===== config.mk =====
export PLATFORM = sky130hd
export DESIGN_NAME = direction_queue_ctrl
export DESIGN_NICKNAME = d
export VERILOG_FILES = /design/src/rtl/direction_queue_ctrl.sv
export SDC_FILE = /design/constraint.sdc
export NUM_CORES = 1
export LEC_CHECK = 0
export ABC_AREA = 1
export BUFFER_PORTS_ARGS = -buffer_cell sky130_fd_sc_hd__buf_4
export CAP_MARGIN = 5
export CORE_MARGIN = 5
export CORE_UTILIZATION = 60
export DETAILED_ROUTE_END_ITERATION = 8
export GPL_ROUTABILITY_DRIVEN = 0
export PLACE_DENSITY = 0.82
export SYNTH_ARGS = -nofsm -noshare
export SYNTH_HDL_FRONTEND = slang
export SYNTH_SLANG_ARGS = --single-unit

===== constraint.sdc =====
create_clock -name clk -period 4.15 [get_ports clk]
set_input_delay 0.2075 -clock clk [delete_from_list [all_inputs] [get_ports clk]]
set_output_delay 0.2075 -clock clk [all_outputs]
set_load 0.05 [all_outputs]

===== src/rtl/direction_queue_ctrl.sv =====
// Turns raw one-hot button presses into a paced turn queue, applying at most one turn per game tick.
// Define DIR_REVERSE_BLOCK_EN to discard presses opposite to the reference direction.
module direction_queue_ctrl #(
  parameter int         QUEUE_DEPTH = 2,
  parameter logic [3:0] INIT_DIR    = 4'b0010
) (
  input  logic                         clk,
  input  logic                         rst_n,
  input  logic [3:0]                   btn_dir,
  input  logic                         game_tick,
  input  logic                         game_active,
  output logic [3:0]                   cur_dir,
  output logic                         dir_changed,
  output logic [$clog2(QUEUE_DEPTH):0] queue_count,
  output logic                         queue_full,
  output logic                         press_dropped
);

  localparam int PW = $clog2(QUEUE_DEPTH);
  localparam int CW = PW + 1;

  typedef enum logic {IDLE, RUN} state_t;

  state_t        state, state_nxt;
  logic          flush, load_init;
  logic [3:0]    btn_prev;
  logic [3:0]    q_mem [QUEUE_DEPTH];
  logic [PW-1:0] rd_ptr, wr_ptr;
  logic [CW-1:0] count;
  logic [3:0]    ref_dir;
  logic          press, accept, full, empty, push, pop, drop, run_ok;

  function automatic logic is_onehot(input logic [3:0] d);
    return (d != 4'b0000) && ((d & (d - 4'b0001)) == 4'b0000);
  endfunction

`ifdef DIR_REVERSE_BLOCK_EN
  // left<->right, up<->down
  function automatic logic [3:0] opposite(input logic [3:0] d);
    return {d[2], d[3], d[0], d[1]};
  endfunction
`endif

  always_ff @(posedge clk or negedge rst_n) begin
    if (!rst_n) state <= IDLE;
    else        state <= state_nxt;
  end

  always_comb begin
    state_nxt = state;
    flush     = 1'b0;
    load_init = 1'b0;
    case (state)
      IDLE: begin
        flush = 1'b1;
        if (game_active) begin
          state_nxt = RUN;
          load_init = 1'b1;
        end
      end
      RUN: begin
        if (!game_active) begin
          state_nxt = IDLE;
          flush     = 1'b1;
        end
      end
      default: state_nxt = IDLE;
    endcase
  end

  assign run_ok  = (state == RUN) && game_active;
  assign empty   = (count == '0);
  assign full    = (count == CW'(QUEUE_DEPTH));
  // New turns are checked against the last queued turn, not the one currently applied
  assign ref_dir = empty ? cur_dir : q_mem[wr_ptr - PW'(1)];
  assign press   = is_onehot(btn_dir) && (btn_dir != btn_prev);

  always_comb begin
    accept = run_ok && press && (btn_dir != ref_dir);
`ifdef DIR_REVERSE_BLOCK_EN
    if (btn_dir == opposite(ref_dir)) accept = 1'b0;
`endif
  end

  assign pop  = run_ok && game_tick && !empty;
  assign push = accept && (!full || pop);
  assign drop = accept && full && !pop;

  always_ff @(posedge clk or negedge rst_n) begin
    if (!rst_n) begin
      btn_prev      <= 4'b0000;
      cur_dir       <= INIT_DIR;
      rd_ptr        <= '0;
      wr_ptr        <= '0;
      count         <= '0;
      dir_changed   <= 1'b0;
      press_dropped <= 1'b0;
    end else begin
      btn_prev      <= btn_dir;
      dir_changed   <= pop;
      press_dropped <= drop;
      if (load_init) cur_dir <= INIT_DIR;
      else if (pop)  cur_dir <= q_mem[rd_ptr];
      if (flush) begin
        rd_ptr <= '0;
        wr_ptr <= '0;
        count  <= '0;
      end else begin
        if (pop)  rd_ptr <= rd_ptr + PW'(1);
        if (push) wr_ptr <= wr_ptr + PW'(1);
        case ({push, pop})
          2'b10:   count <= count + CW'(1);
          2'b01:   count <= count - CW'(1);
          default: count <= count;
        endcase
      end
    end
  end

  // Queue storage carries no reset; entries are only read while count covers them
  always_ff @(posedge clk) begin
    if (push) q_mem[wr_ptr] <= btn_dir;
  end

  assign queue_count = count;
  assign queue_full  = full;

endmodule


After elaboration in Yosys (flattened, before gate mapping)
Memory sizes are Yosys's and may differ from the RTL's.
Cells that the tools add are included.
{ "word_totals": {"elab_cells": 58, "inputBits": 8, "memories": 1, "output_inout_bits": 9, "reg_bits": 15, "mem_bits_rw": 8} }
{ "op_classes": {"eq_ne": 5, "n_addsub": 6, "n_mux": 15, "reduce_logical": 21, "n_bitwise": 2} }
{ "memory_table": {"columns": ["memory", "depth", "word_bits", "read_ports", "rd_ports_with_merged_regs", "wr", "line", "text"], "rows": [
  ["q_mem", 2, 4, 2, 0, 1, "27", "logic [3:0] q_mem [QUEUE_DEPTH];"]
]} }
{ "op_table": {"columns": ["cell", "count"], "rows": [
  ["4-bit two-way mux", 3],
  ["1-bit logical AND", 10],
  ["1-bit two-way mux", 9],
  ["4-bit != test", 2],
  ["2-bit nonzero test", 3],
  ["4-bit bitwise AND", 1],
  ["2-bit == test (second input constant)", 2],
  ["4-bit zero test", 1],
  ["2-bit one-hot mux with 2 select lines", 1],
  ["4-bit nonzero test", 1],
  ["4-bit by 1-bit subtractor with 4-bit output (second input constant)", 1],
  ["1-bit zero test", 3],
  ["3-bit nonzero test", 1],
  ["1-bit adder (second input constant)", 2],
  ["2-bit by 1-bit adder with 2-bit output (second input constant)", 1],
  ["2-bit by 1-bit == test with 1-bit output (second input constant)", 1],
  ["2-bit zero test", 1],
  ["2-bit two-way mux", 1],
  ["1-bit one-hot mux with 2 select lines", 1],
  ["2-bit by 1-bit subtractor with 2-bit output (second input constant)", 1],
  ["1-bit logical OR", 1],
  ["1-bit inverter", 1],
  ["1-bit subtractor (second input constant)", 1]
]} }

Depth between registers and ports, before layout
Gate-level depths: netlist of the first run.
{ "depth": {"word_depth": 11, "ltp_mapped": 17, "depth_no_buf": 16} }

Worst setup path before layout of the first run
OpenSTA, ideal clock, no wires.
{ "synth_timing": {"path_type": "register -> register", "start": "register count[1], in the netlist queue_count[1]", "end": "memory q_mem[0][0] (enable)", "stages_incl_launch_ff": 6, "path_buffers": 0, "setup_ps": 254, "arrival_time_ps": 1964, "period_less_slack_ps": 2219, "required_time_ps": 3896, "setup_slack_ps": 1931, "cell_sequence": "dfrtp_1 > inv_1 > nor2_1 > nand2_2 > nand3_1 > nor2_1"} }
{ "synth_via": {"elab_cells_between_ends": 12, "classes_between": "eq/ne: 2; mux: 3; reduce/logical: 7"} }
{ "synth_lines": {"columns": ["element", "line", "text"], "rows": [
  ["start, declared", "29", "logic [CW-1:0] count;"],
  ["start signal, assigned", "112", "2'b10: count <= count + CW'(1);"],
  ["start signal, assigned", "113", "2'b01: count <= count - CW'(1);"],
  ["start signal, assigned", "114", "default: count <= count;"],
  ["2-bit == test", "73", "assign full = (count == CW'(QUEUE_DEPTH));"],
  ["named net queue_full", "15", "output logic queue_full,"],
  ["1-bit zero test", "86", "assign push = accept && (!full || pop);"],
  ["1-bit logical OR", "86", null],
  ["1-bit logical AND", "86", null],
  ["1-bit two-way mux", "122", "if (push) q_mem[wr_ptr] <= btn_dir;"],
  ["1-bit two-way mux (implied by the code)", "122", null],
  ["end, declared", "27", null]
]} }
The timed path passes the listed nets, and every way through them passes these cells.

Final worst setup path of the first run
{ "layout_timing": {"start": "register count[0], in the netlist queue_count[0]", "end": "memory q_mem[0][2] (enable)"} }
{ "layout_via": {"elab_chain_len": 7, "elab_cells_between_ends": 12, "classes_between": "eq/ne: 2; mux: 3; reduce/logical: 7"} }
{ "layout_lines": {"columns": ["element", "line", "text"], "rows": [
  ["2-bit zero test", "72", "assign empty = (count == '0);"],
  ["4-bit two-way mux or 1-bit zero test (tied branches)", "75, 85", null],
  ["4-bit != test or 1-bit logical AND (tied branches)", "79, 85", null],
  ["1-bit logical AND or 1-bit logical OR (tied branches)", "79, 86", null],
  ["1-bit logical AND *", "86", null],
  ["1-bit two-way mux *", "122", null],
  ["1-bit two-way mux (implied by the code) *", "122", null]
]} }
Mark *: on every way between the ends. The rest lies on a longest branch, timed or not.

==> results of run 1 <==
==> flip-flops by register name (all words and copies together) (netlist names) <==
name	count
btn_prev	4
cur_dir	4
rd_ptr	1
dir_changed	1
queue_count	2
wr_ptr	1
q_mem	8
state	1
press_dropped	1
==> area by class of cell <==
type | count | area, um^2
Clock buffer | 4 | 26.3
Fill cell | 158 | 541
Inverter | 18 | 67.6
Multi-Input combinational cell | 98 | 527
Sequential cell | 23 | 617
Tap cell | 27 | 33.8
Timing Repair Buffer | 17 | 130
==> layout by cell type (no fill, tap or decap), types with 5 or more instances in the layout <==
master / instances
xnor2_1: 5
buf_4: 16
nand3_1: 11
nand2_1: 35
inv_1: 13
nor2_1: 15
o21ai_0: 6
edfxtp_1: 8
dfrtp_1: 14
==> routing by layer <==
metal / track usage / wire length [um]
met2: 0.343 / 1270
met1: 0.271 / 1090
met4: 0.121 / 52
met5: 0 / 0
met3: 0.0456 / 146
==> stage by stage <==
stage                     hold WS, ps  instances  total power, W  setup slack [ps]
after floorplan                 -88.1        140        0.000333              1930
after global placement           64.5        182        0.000363              2220
after detailed placement         71.1        182        0.000367              2180
after CTS                        7.32        187        0.000466              2140
after global routing            0.380        187        0.000492              1910
final                            6.00        187        0.000465              2090
==> critical path, delay by kind of cell (launching register included) <==
kind          cells  cell delay, ps
flops             1             490
simple gates      9            1240
==> worst paths after layout <==
check	start	to	slack, ps	cells after the start
min in group asynchronous	rst_n	queue_count[1]$_DFFE_PN0P_	260	2
worst min-delay path	game_active	state$_DFF_PN0_	6	1
max in group asynchronous	rst_n	cur_dir[1]$_DFFE_PN1P_	3650	2
worst max-delay path	queue_count[0]$_DFFE_PN0P_	q_mem[0][2]$_DFFE_PP_	2090	9
worst max register to register	queue_count[0]$_DFFE_PN0P_	q_mem[0][2]$_DFFE_PP_	2090	9
worst min register to register	state$_DFF_PN0_	cur_dir[1]$_DFFE_PN1P_	480	1
==> kinds of logic (layout without fill, tap and decap cells) <==
| logic type | after synthesis | in the layout | share of synthesized area |
|---|---|---|---|
| and+or+nand+nor | 80 | 80 | 0.330 |
| xor gates and xnor gates | 6 | 6 | 0.0430 |
| buffers and inverters | 19 | 39 | 0.0645 |
| DFF | 23 | 23 | 0.505 |
| AOI/OAI and AO/OA | 12 | 12 | 0.0583 |
==> cells in the mapped netlist <==
master | instances | area share
nand2_1 | 35 | 0.11
nor2_1 | 15 | 0.046
dfrtp_1 | 14 | 0.29
inv_1 | 13 | 0.040
nand3_1 | 11 | 0.045
edfxtp_1 | 8 | 0.20
o21ai_0 | 6 | 0.025
xnor2_1 | 5 | 0.036
inv_2 | 4 | 0.012
nand2_4 | 4 | 0.037
nand3_2 | 4 | 0.033
nand4_1 | 4 | 0.020
a21oi_1 | 3 | 0.012
nand2_2 | 3 | 0.015
o32ai_1 | 3 | 0.021
nor2_2 | 2 | 0.010
buf_6 | 1 | 0.0092
clkinv_1 | 1 | 0.0031
dfstp_2 | 1 | 0.021
nand3b_1 | 1 | 0.0061
nor2_4 | 1 | 0.0092
xor2_1 | 1 | 0.0072
==> power by group through the flow <==
stage | Clock (W) | Sequential (W) | Combinational, W
3_3_place_gp | 0 | 0.000257 | 0.000106
2_1_floorplan | 0 | 0.000272 | 0.0000614
5_1_grt | 0.000114 | 0.000254 | 0.000124
6_report | 0.000101 | 0.000253 | 0.000111
3_5_place_dp | 0 | 0.000258 | 0.000109
4_1_cts | 0.000102 | 0.000253 | 0.000111
==> key figures, run 1 <==
Run status
  • Outcome: complete, no violations

Yosys
  • Mapped cell area: 0.00122 mm^2
  • Synth warn: 0
  • Post-synthesis sequential area ratio: 0.505
  • Post-Syn Area per Cell: a little under 9 um^2
  • Syn Inst Count: 140
  • #FFs+latches synth: 23
  • Count of different cell masters after synthesis: 22
  • Mapped Nets: 148

Clock tree
  • Root Driver: clkbuf_4
  • H-tree levels: 1
  • Clk sinks: 23
  • Clk Latency, worst-skew pair: approximately 310 ps
  • CTS Buf Count: 3
  • Post-CTS setup buffers: 0
  • Worst-path clk slew: 120 ps
  • CTS tree: done
  • Cts hold-fix bufs: 1
  • Clock Path Buffers: 2
  • Cells resized by post-CTS repair: 0

Timing
  • RSZ-0062 raised after global routing: no
  • Worst-margin pin slew: 333 ps
  • Fmax: 485 MHz
  • Setup TNS: 0 ps
  • Final hold vios: 0
  • Slew headroom: 0.777
  • # setup viols final: 0
  • Final Cycle Share: 0.497
  • Min Tclk post-route: 2060 ps
  • Skew final: 9.37 ps
  • Max-slew violations: 0

Worst setup path
  • Worst Path Arrival: around 2000 ps
  • CP Max Fanout: 7
  • Crit path max-delay cell type: dfrtp_1
  • CP Class: flop to flop
  • Critical Path Source Type: flop
  • Most common cell on crit path: nand2_1
  • Crit-path cells: nor2_2 -> nand2_1 -> nand2_1 -> nand2_1 -> nand2_1 -> nor2_2 -> nand2_2 -> nand3_1 -> nor2_1
  • CP max stage delay: 490 ps
  • CP Capture Type: flop
  • Critical path required time: a little over 4000 ps

Finish
  • Utilization after layout: 0.722
  • Share of cells above drive strength 1: 0.238
  • Final nets: 169
  • Design area: 0.00140 mm^2
  • Area Overhead vs Synth: 14.6%
  • Ant diodes: 0

GRT
  • First-pass GRT wire length: roughly 4.6 mm
  • Vias in the first global route: 1,073
  • Initial antenna violation count: 0
  • GRT Overall Usage: 0.215
  • GRT Residual Overflow: 0
  • Largest net degree at the start of global routing: 16

Job
  • Max Cap Violations: 0

Pwr
  • Internal power: 0.000318 W
  • Switching share of total power: 0.315
  • Pwr dens: 332 mW/mm^2
  • P_sw: roughly 0.00015 W
  • Seq pwr share: 0.544
  • Leak: about 0.67 nW
  • Gate power share: 0.238
  • Clock power share: 0.218
  • Peak supply drop: 0.244 mV

Floorplan
  • Die Ht: 55.1 um
  • Ports: 17
  • CORE AREA: 0.00194 mm^2
  • Die ar.: 0.00304 mm^2
  • Initial core utilization: 0.630
  • Die width: ~55 um
  • Site row count: 16

Drt
  • Initial DRC count: 36
  • Wire per inst: 13.7 um
  • Via/cell ratio: 5.36
  • Detailed-route DRC error count: 0
  • Antenna Nets Post-Route: 0
  • DRT Pass-1 Iters: 4
  • DR vias: 1,002
  • WL final: approximately 2.6 mm

Place
  • DP Area: about 0.0014 mm^2
  • Port Buffer Count: 16
  • Detail Placement HPWL: 1.98 mm

Hold path
  • Worst Hold Class: input port to flop
No activity file was read; power rests on OpenSTA's default activity.
==> run 2: changes to the inputs <==
--- a/config.mk
+++ b/config.mk
@@ -9,10 +9,10 @@
 export BUFFER_PORTS_ARGS = -buffer_cell sky130_fd_sc_hd__buf_4
 export CAP_MARGIN = 5
 export CORE_MARGIN = 5
-export CORE_UTILIZATION = 60
+export CORE_UTILIZATION = 55
 export DETAILED_ROUTE_END_ITERATION = 8
 export GPL_ROUTABILITY_DRIVEN = 0
-export PLACE_DENSITY = 0.82
+export PLACE_DENSITY = 0.76
 export SYNTH_ARGS = -nofsm -noshare
 export SYNTH_HDL_FRONTEND = slang
 export SYNTH_SLANG_ARGS = --single-unit
==> constraint.sdc (replaced) <==
create_clock -name clk -period 1.9 [get_ports clk]
set_input_delay 0.095 -clock clk [delete_from_list [all_inputs] [get_ports clk]]
set_output_delay 0.095 -clock clk [all_outputs]
set_load 0.05 [all_outputs]
==> key figures, run 2 (synthesis gave the netlist of run 1 again) <==
Timing
  • RSZ-0062 raised after global routing: no (unchanged)
  • Worst hold margin: 80.3 ps (was 6.00 ps)
  • Skew final: 4.08 ps (was 9.37 ps)
  • Worst-margin pin slew: 311 ps (was 333 ps)
  • Min Tclk post-route: 1750 ps (was 2060 ps)
  • # setup viols final: 0 (unchanged)
  • Max-slew violations: 0 (unchanged)
  • Final Cycle Share: 0.923 (was 0.497)
  • Setup TNS: 0 ps (unchanged)
  • Fmax: 570 MHz (was 485 MHz)
  • Slew headroom: 0.793 (was 0.777)
  • Final hold vios: 0 (unchanged)
  • Fin worst setup slack: 146 ps (was 2090 ps)

Hold path
  • Worst Hold Class: input port to flop (unchanged)

Finish
  • Area Overhead vs Synth: 25.0% (was 14.6%)
  • Largest registers: q_mem (8), btn_prev (4), cur_dir (4) (unchanged)
  • Max reg flops: 8 (unchanged)
  • Post-Layout Cell Count: 199 (was 187)
  • Register area: 621 um^2 (was 617 um^2)
  • Multi-input combinational cell area: 549 um^2 (was 527 um^2)
  • Ant diodes: 0 (unchanged)
  • Final nets: 180 (was 169)
  • Commonest non-fill, non-tap cells in the layout: nand2_1 (35), buf_4 (22), inv_1 (13) (was nand2_1 (35), buf_4 (16), nor2_1 (15))
  • Top reg by flops: q_mem (unchanged)
  • Share of cells above drive strength 1: 0.304 (was 0.238)
  • Leading cell type in the layout, fill and taps excluded: nand2_1 (unchanged)
  • Fillers: 179 (was 158)

Pwr
  • Pwr dens: 691 mW/mm^2 (was 332 mW/mm^2)
  • Leak: 0.713 nW (was 0.667 nW)
  • Peak supply drop: 0.495 mV (was 0.244 mV)
  • Total power: 0.00106 W (was 0.000465 W)

Clock tree
  • Clk Latency, worst-skew pair: 320 ps (was 310 ps)
  • CTS Buf Count: 3 (unchanged)
  • Clock Path Buffers: 2 (unchanged)
  • Root Driver: clkbuf_4 (unchanged)
  • CTS tree: done (unchanged)
  • H-tree levels: 1 (unchanged)
  • Clk sinks: 23 (unchanged)
  • Worst-path clk slew: 130 ps (was 120 ps)

Worst setup path
  • CP max stage delay: 430 ps (was 490 ps)
  • CP Max Fanout: 8 (was 7)
  • Critical path required time: 1940 ps (was 4140 ps)
  • Crit-path cells: inv_1 -> nand2_4 -> nand3_1 -> nand3_1 -> nand2_1 -> nand2_1 -> inv_1 -> nand2_2 -> nand3_2 -> nor2_4 (was nor2_2 -> nand2_1 -> nand2_1 -> nand2_1 -> nand2_1 -> nor2_2 -> nand2_2 -> nand3_1 -> nor2_1)
  • CP Capture Type: flop (unchanged)
  • CP Class: flop to flop (unchanged)
  • Critical Path Source Type: flop (unchanged)
  • Crit path max-delay cell type: dfrtp_2 (was dfrtp_1)
  • Worst Path Arrival: 1800 ps (was 2050 ps)

Floorplan
  • Initial core utilization: 0.563 (was 0.630)
  • Die ar.: 0.00327 mm^2 (was 0.00304 mm^2)
  • Site row count: 17 (was 16)
  • Die width: 57.1 um (was 55.1 um)
  • CORE AREA: 0.00217 mm^2 (was 0.00194 mm^2)
  • Ports: 17 (unchanged)
  • Die Ht: 57.1 um (was 55.1 um)

GRT
  • GRT Overall Usage: 0.196 (was 0.215)
  • First-pass GRT wire length: 4.87 mm (was 4.56 mm)
  • Initial antenna violation count: 0 (unchanged)
  • Vias in the first global route: 1,074 (was 1,073)
  • Largest net degree at the start of global routing: 16 (unchanged)
  • GRT Residual Overflow: 0 (unchanged)

Job
  • Max Cap Violations: 0 (unchanged)

Drt
  • DR vias: 1,077 (was 1,002)
  • Via/cell ratio: 5.41 (was 5.36)
  • Detailed-route DRC error count: 0 (unchanged)
  • Initial DRC count: 35 (was 36)
  • DRT Pass-1 Iters: 4 (unchanged)
  • Antenna Nets Post-Route: 0 (unchanged)
  • Wire per inst: 14.5 um (was 13.7 um)
  • WL final: 2.89 mm (was 2.56 mm)

Place
  • Placed insts: 187 (was 182)
  • Port Buffer Count: 16 (unchanged)
  • Detail Placement HPWL: 2.15 mm (was 1.98 mm)
  • Pre-CTS setup slack: 25.4 ps (was 2180 ps)

Run status
  • Outcome: complete, no violations (unchanged)
## run 2: changes by cell type in the layout (fill, tap and decap cells not counted), moves of 2 or more
| cell | before | now |
|---|---|---|
| buf_4 | 16 | 22 |
| dlygate4sd3_1 | 1 | 6 |
| nor2_1 | 15 | 12 |
| dfrtp_2 | 0 | 3 |
| dfrtp_1 | 14 | 11 |
| nor2_4 | 1 | 3 |
## run 2: layout make-up
cell class                      instances  area share
Clock inverter                          1     0.00491
Inverter                               18      0.0442
Timing Repair Buffer                   28       0.147
Sequential cell                        23       0.406
Tap cell                               28      0.0229
Multi-Input combinational cell         98       0.360
Clock buffer                            3      0.0147
## run 2: layer usage
metal / share of wire / global-route usage / vias up
li1: - / - / 517
met1: 0.41 / 0.246 / 493
met2: 0.50 / 0.330 / 53
met3: 0.059 / 0.0204 / 14
met4: 0.038 / 0.109 / 0
met5: 0 / 0 / -
## run 2: worst max-delay path: cells and delay by family (launching register included)
kind                   cells  cell delay, ps
AND/OR/NAND/NOR            8             910
flip-flops                 1             430
buffers and inverters      2             150
## run 2: path summary, 6_finish.rpt
kind / startpoint / end / slack, ps / cells past startpoint
worst max-delay path: queue_count[1]$_DFFE_PN0P_ / q_mem[0][2]$_DFFE_PP_ / 150 / 10
worst min-delay path: game_tick / rd_ptr$_DFFE_PN0P_ / 80 / 3
worst max register to register: queue_count[1]$_DFFE_PN0P_ / q_mem[0][2]$_DFFE_PP_ / 150 / 10
worst min register to register: state$_DFF_PN0_ / cur_dir[1]$_DFFE_PN1P_ / 480 / 1
max in group asynchronous: rst_n / cur_dir[1]$_DFFE_PN1P_ / 1500 / 2
min in group asynchronous: rst_n / cur_dir[3]$_DFFE_PN0P_ / 150 / 2
## run 2: per-stage QoR
stage                     area [um^2]  utilization
after floorplan                  1230            -
after global placement           1400        0.646
after detailed placement         1400        0.646
after CTS                        1490        0.687
after global routing             1530        0.704
final                            1530        0.704
## run 2: where the power goes
part           internal [W]  switching (W)  total (W)
Clock             0.0000806       0.000154   0.000235
Sequential         0.000535      0.0000168   0.000552
Combinational     0.0000961       0.000173   0.000269
## run 2: repair_timing
action / CTS / global route
resized for setup: 0 / 6
pin swaps: 0 / 0
setup endpoints to repair: 4 / 8
hold buffers: 6 / 0
setup buffers: 0 / 2
hold endpoints to repair: 20 / 0
==> run 3: changes to the inputs <==
--- a/config.mk
+++ b/config.mk
@@ -8,8 +8,10 @@
 export ABC_AREA = 1
 export BUFFER_PORTS_ARGS = -buffer_cell sky130_fd_sc_hd__buf_4
 export CAP_MARGIN = 5
+export CELL_PAD_IN_SITES_DETAIL_PLACEMENT = 0
+export CELL_PAD_IN_SITES_GLOBAL_PLACEMENT = 1
 export CORE_MARGIN = 5
-export CORE_UTILIZATION = 55
+export CORE_UTILIZATION = 42
 export DETAILED_ROUTE_END_ITERATION = 8
 export GPL_ROUTABILITY_DRIVEN = 0
 export PLACE_DENSITY = 0.76
==> key figures, run 3 (synthesis gave the netlist of run 1 again) <==
Finish
  • Top reg by flops: q_mem (unchanged)
  • Largest registers: q_mem (8), btn_prev (4), cur_dir (4) (unchanged)
  • Final nets: 181 (was 180)
  • Leading cell type in the layout, fill and taps excluded: nand2_1 (unchanged)
  • Max reg flops: 8 (unchanged)
  • Ant diodes: 0 (unchanged)
  • Area Overhead vs Synth: 25.1% (was 25.0%)
  • Commonest non-fill, non-tap cells in the layout: nand2_1 (35), buf_4 (23), inv_1 (13) (was nand2_1 (35), buf_4 (22), inv_1 (13))
  • Fillers: 245 (was 179)
  • Design area: 0.00153 mm^2 (about the same)
  • Share of cells above drive strength 1: 0.302 (was 0.304)

Floorplan
  • Die Ht: 64.0 um (was 57.1 um)
  • Initial core utilization: 0.439 (was 0.563)
  • CORE AREA: 0.00278 mm^2 (was 0.00217 mm^2)
  • Site row count: 19 (was 17)
  • Die width: 64.0 um (was 57.1 um)
  • Ports: 17 (unchanged)
  • Die ar.: 0.00409 mm^2 (was 0.00327 mm^2)

Worst setup path
  • CP Capture Type: flop (unchanged)
  • R2R Path Start: queue_count[1]$_DFFE_PN0P_ (unchanged)
  • Critical Path Source Type: flop (unchanged)
  • CP Class: flop to flop (unchanged)
  • Critical Path Start: queue_count[1]$_DFFE_PN0P_ (unchanged)
  • CP Max Fanout: 8 (unchanged)
  • Critical path required time: 1920 ps (was 1940 ps)
  • Worst Path Arrival: 1790 ps (was 1800 ps)

Hold path
  • Worst Hold Class: input port to flop (unchanged)
  • HP Start: game_tick (unchanged)

Timing
  • Max-slew violations: 0 (unchanged)
  • # setup viols final: 0 (unchanged)
  • RSZ-0062 raised after global routing: no (unchanged)
  • Slew headroom: 0.731 (was 0.793)
  • Final Cycle Share: 0.930 (was 0.923)
  • Final hold vios: 0 (unchanged)
  • Worst hold margin: 79.6 ps (was 80.3 ps)
  • Fmax: 566 MHz (was 570 MHz)
  • Skew final: 3.81 ps (was 4.08 ps)
  • Setup TNS: 0 ps (unchanged)
  • Worst-margin pin slew: 404 ps (was 311 ps)
  • Min Tclk post-route: 1770 ps (was 1750 ps)

Clock tree
  • Post-CTS setup buffers: 0 (unchanged)
  • Worst-path clk slew: 130 ps (about the same)
  • Root Driver: clkbuf_4 (unchanged)
  • CTS Buf Count: 3 (unchanged)
  • Clock Path Buffers: 2 (unchanged)
  • CTS tree: done (unchanged)
  • H-tree levels: 1 (unchanged)
  • Clk Latency, worst-skew pair: 320 ps (about the same)
  • Clk sinks: 23 (unchanged)

Drt
  • Wire per inst: 14.2 um (was 14.5 um)
  • Detailed-route DRC error count: 0 (unchanged)
  • DR vias: 1,041 (was 1,077)
  • Initial DRC count: 49 (was 35)
  • DRT Pass-1 Iters: 4 (unchanged)
  • Antenna Nets Post-Route: 0 (unchanged)
  • WL final: 2.88 mm (was 2.89 mm)
  • Via/cell ratio: 5.13 (was 5.41)

Pwr
  • Leak: 0.717 nW (was 0.713 nW)
  • Peak supply drop: 0.548 mV (was 0.495 mV)
  • Total power: 0.00106 W (about the same)
  • Pwr dens: 692 mW/mm^2 (was 691 mW/mm^2)

GRT
  • GRT Overall Usage: 0.148 (was 0.196)
  • Largest net degree at the start of global routing: 16 (unchanged)
  • First-pass GRT wire length: 4.69 mm (was 4.87 mm)
  • Initial antenna violation count: 0 (unchanged)
  • GRT Residual Overflow: 0 (unchanged)
  • Vias in the first global route: 972 (was 1,074)

Place
  • Detail Placement HPWL: 2.16 mm (was 2.15 mm)
  • Port Buffer Count: 16 (unchanged)
  • DP Area: 0.00143 mm^2 (was 0.00140 mm^2)

Job
  • Max Cap Violations: 0 (unchanged)

Run status
  • Outcome: complete, no violations (unchanged)
==> run 3: changes by cell type in the layout (fill, tap and decap cells not counted) <==
cell,previous run,this run
buf_4,22,23
nand3_1,10,11
nand3_2,5,4
nor2_2,3,4
nor2_4,3,2
==> run 3: worst max-delay path: stages, from the launching register on <==
cell and delay, ps:
dfrtp_2 450, inv_1 100, nand2_4 150, nand3_1 100, nand3_1 70, nand2_1 60
nand2_1 60, inv_1 50, nand2_2 50, nand3_1 140, nor2_2 240
==> run 3: timing repair <==
item                       in CTS  in global routing
gates resized for setup         0                  4
setup endpoints to repair       0                  8
hold buffers                    6                  0
hold endpoints to repair       21                  0
==> run 3: where the power goes <==
group          internal, W  total, W  switching, W  leakage, nW
registers         0.000535  0.000554     0.0000187        0.260
clock network    0.0000804  0.000238      0.000158       0.0139
logic            0.0000980  0.000266      0.000168        0.443
total             0.000713   0.00106      0.000344        0.717
==> run 3: layout make-up <==
cell class,instances,area [um^2],area share
Multi-Input combinational cell,98,539,0.353
Inverter,18,67.6,0.0442
Tap cell,31,38.8,0.0254
Timing Repair Buffer,29,233,0.152
Clock buffer,3,22.5,0.0147
Sequential cell,23,621,0.406
Clock inverter,1,7.51,0.00491
==> run 3: worst paths after layout <==
check / endpoint / cells past startpoint / slack, ps
max: q_mem[0][1]$_DFFE_PP_ / 10 / 130
min: rd_ptr$_DFFE_PN0P_ / 3 / 80
max reg2reg: q_mem[0][1]$_DFFE_PP_ / 10 / 130
min reg2reg: cur_dir[1]$_DFFE_PN1P_ / 1 / 460
max in group asynchronous: cur_dir[1]$_DFFE_PN1P_ / 2 / 1470
min in group asynchronous: wr_ptr$_DFFE_PN0P_ / 2 / 190
==> run 3: stage by stage <==
stage,setup slack [ps],util,instances
final,134,0.550,203
after global routing,16.8,0.550,203
after CTS,32.2,0.546,203
after detailed placement,61.1,0.513,193
after global placement,136,0.513,193
after floorplan,45.9,-,140
==> run 3: per-layer routing <==
metal	routed length (um)	up-vias	share of wire	global-route usage
met5	0	-	0	0
met4	36	0	0.012	0.0545
met3	87	4	0.030	0.0263
met2	1350	22	0.47	0.217
met1	1410	497	0.49	0.217
li1	-	518	-	-
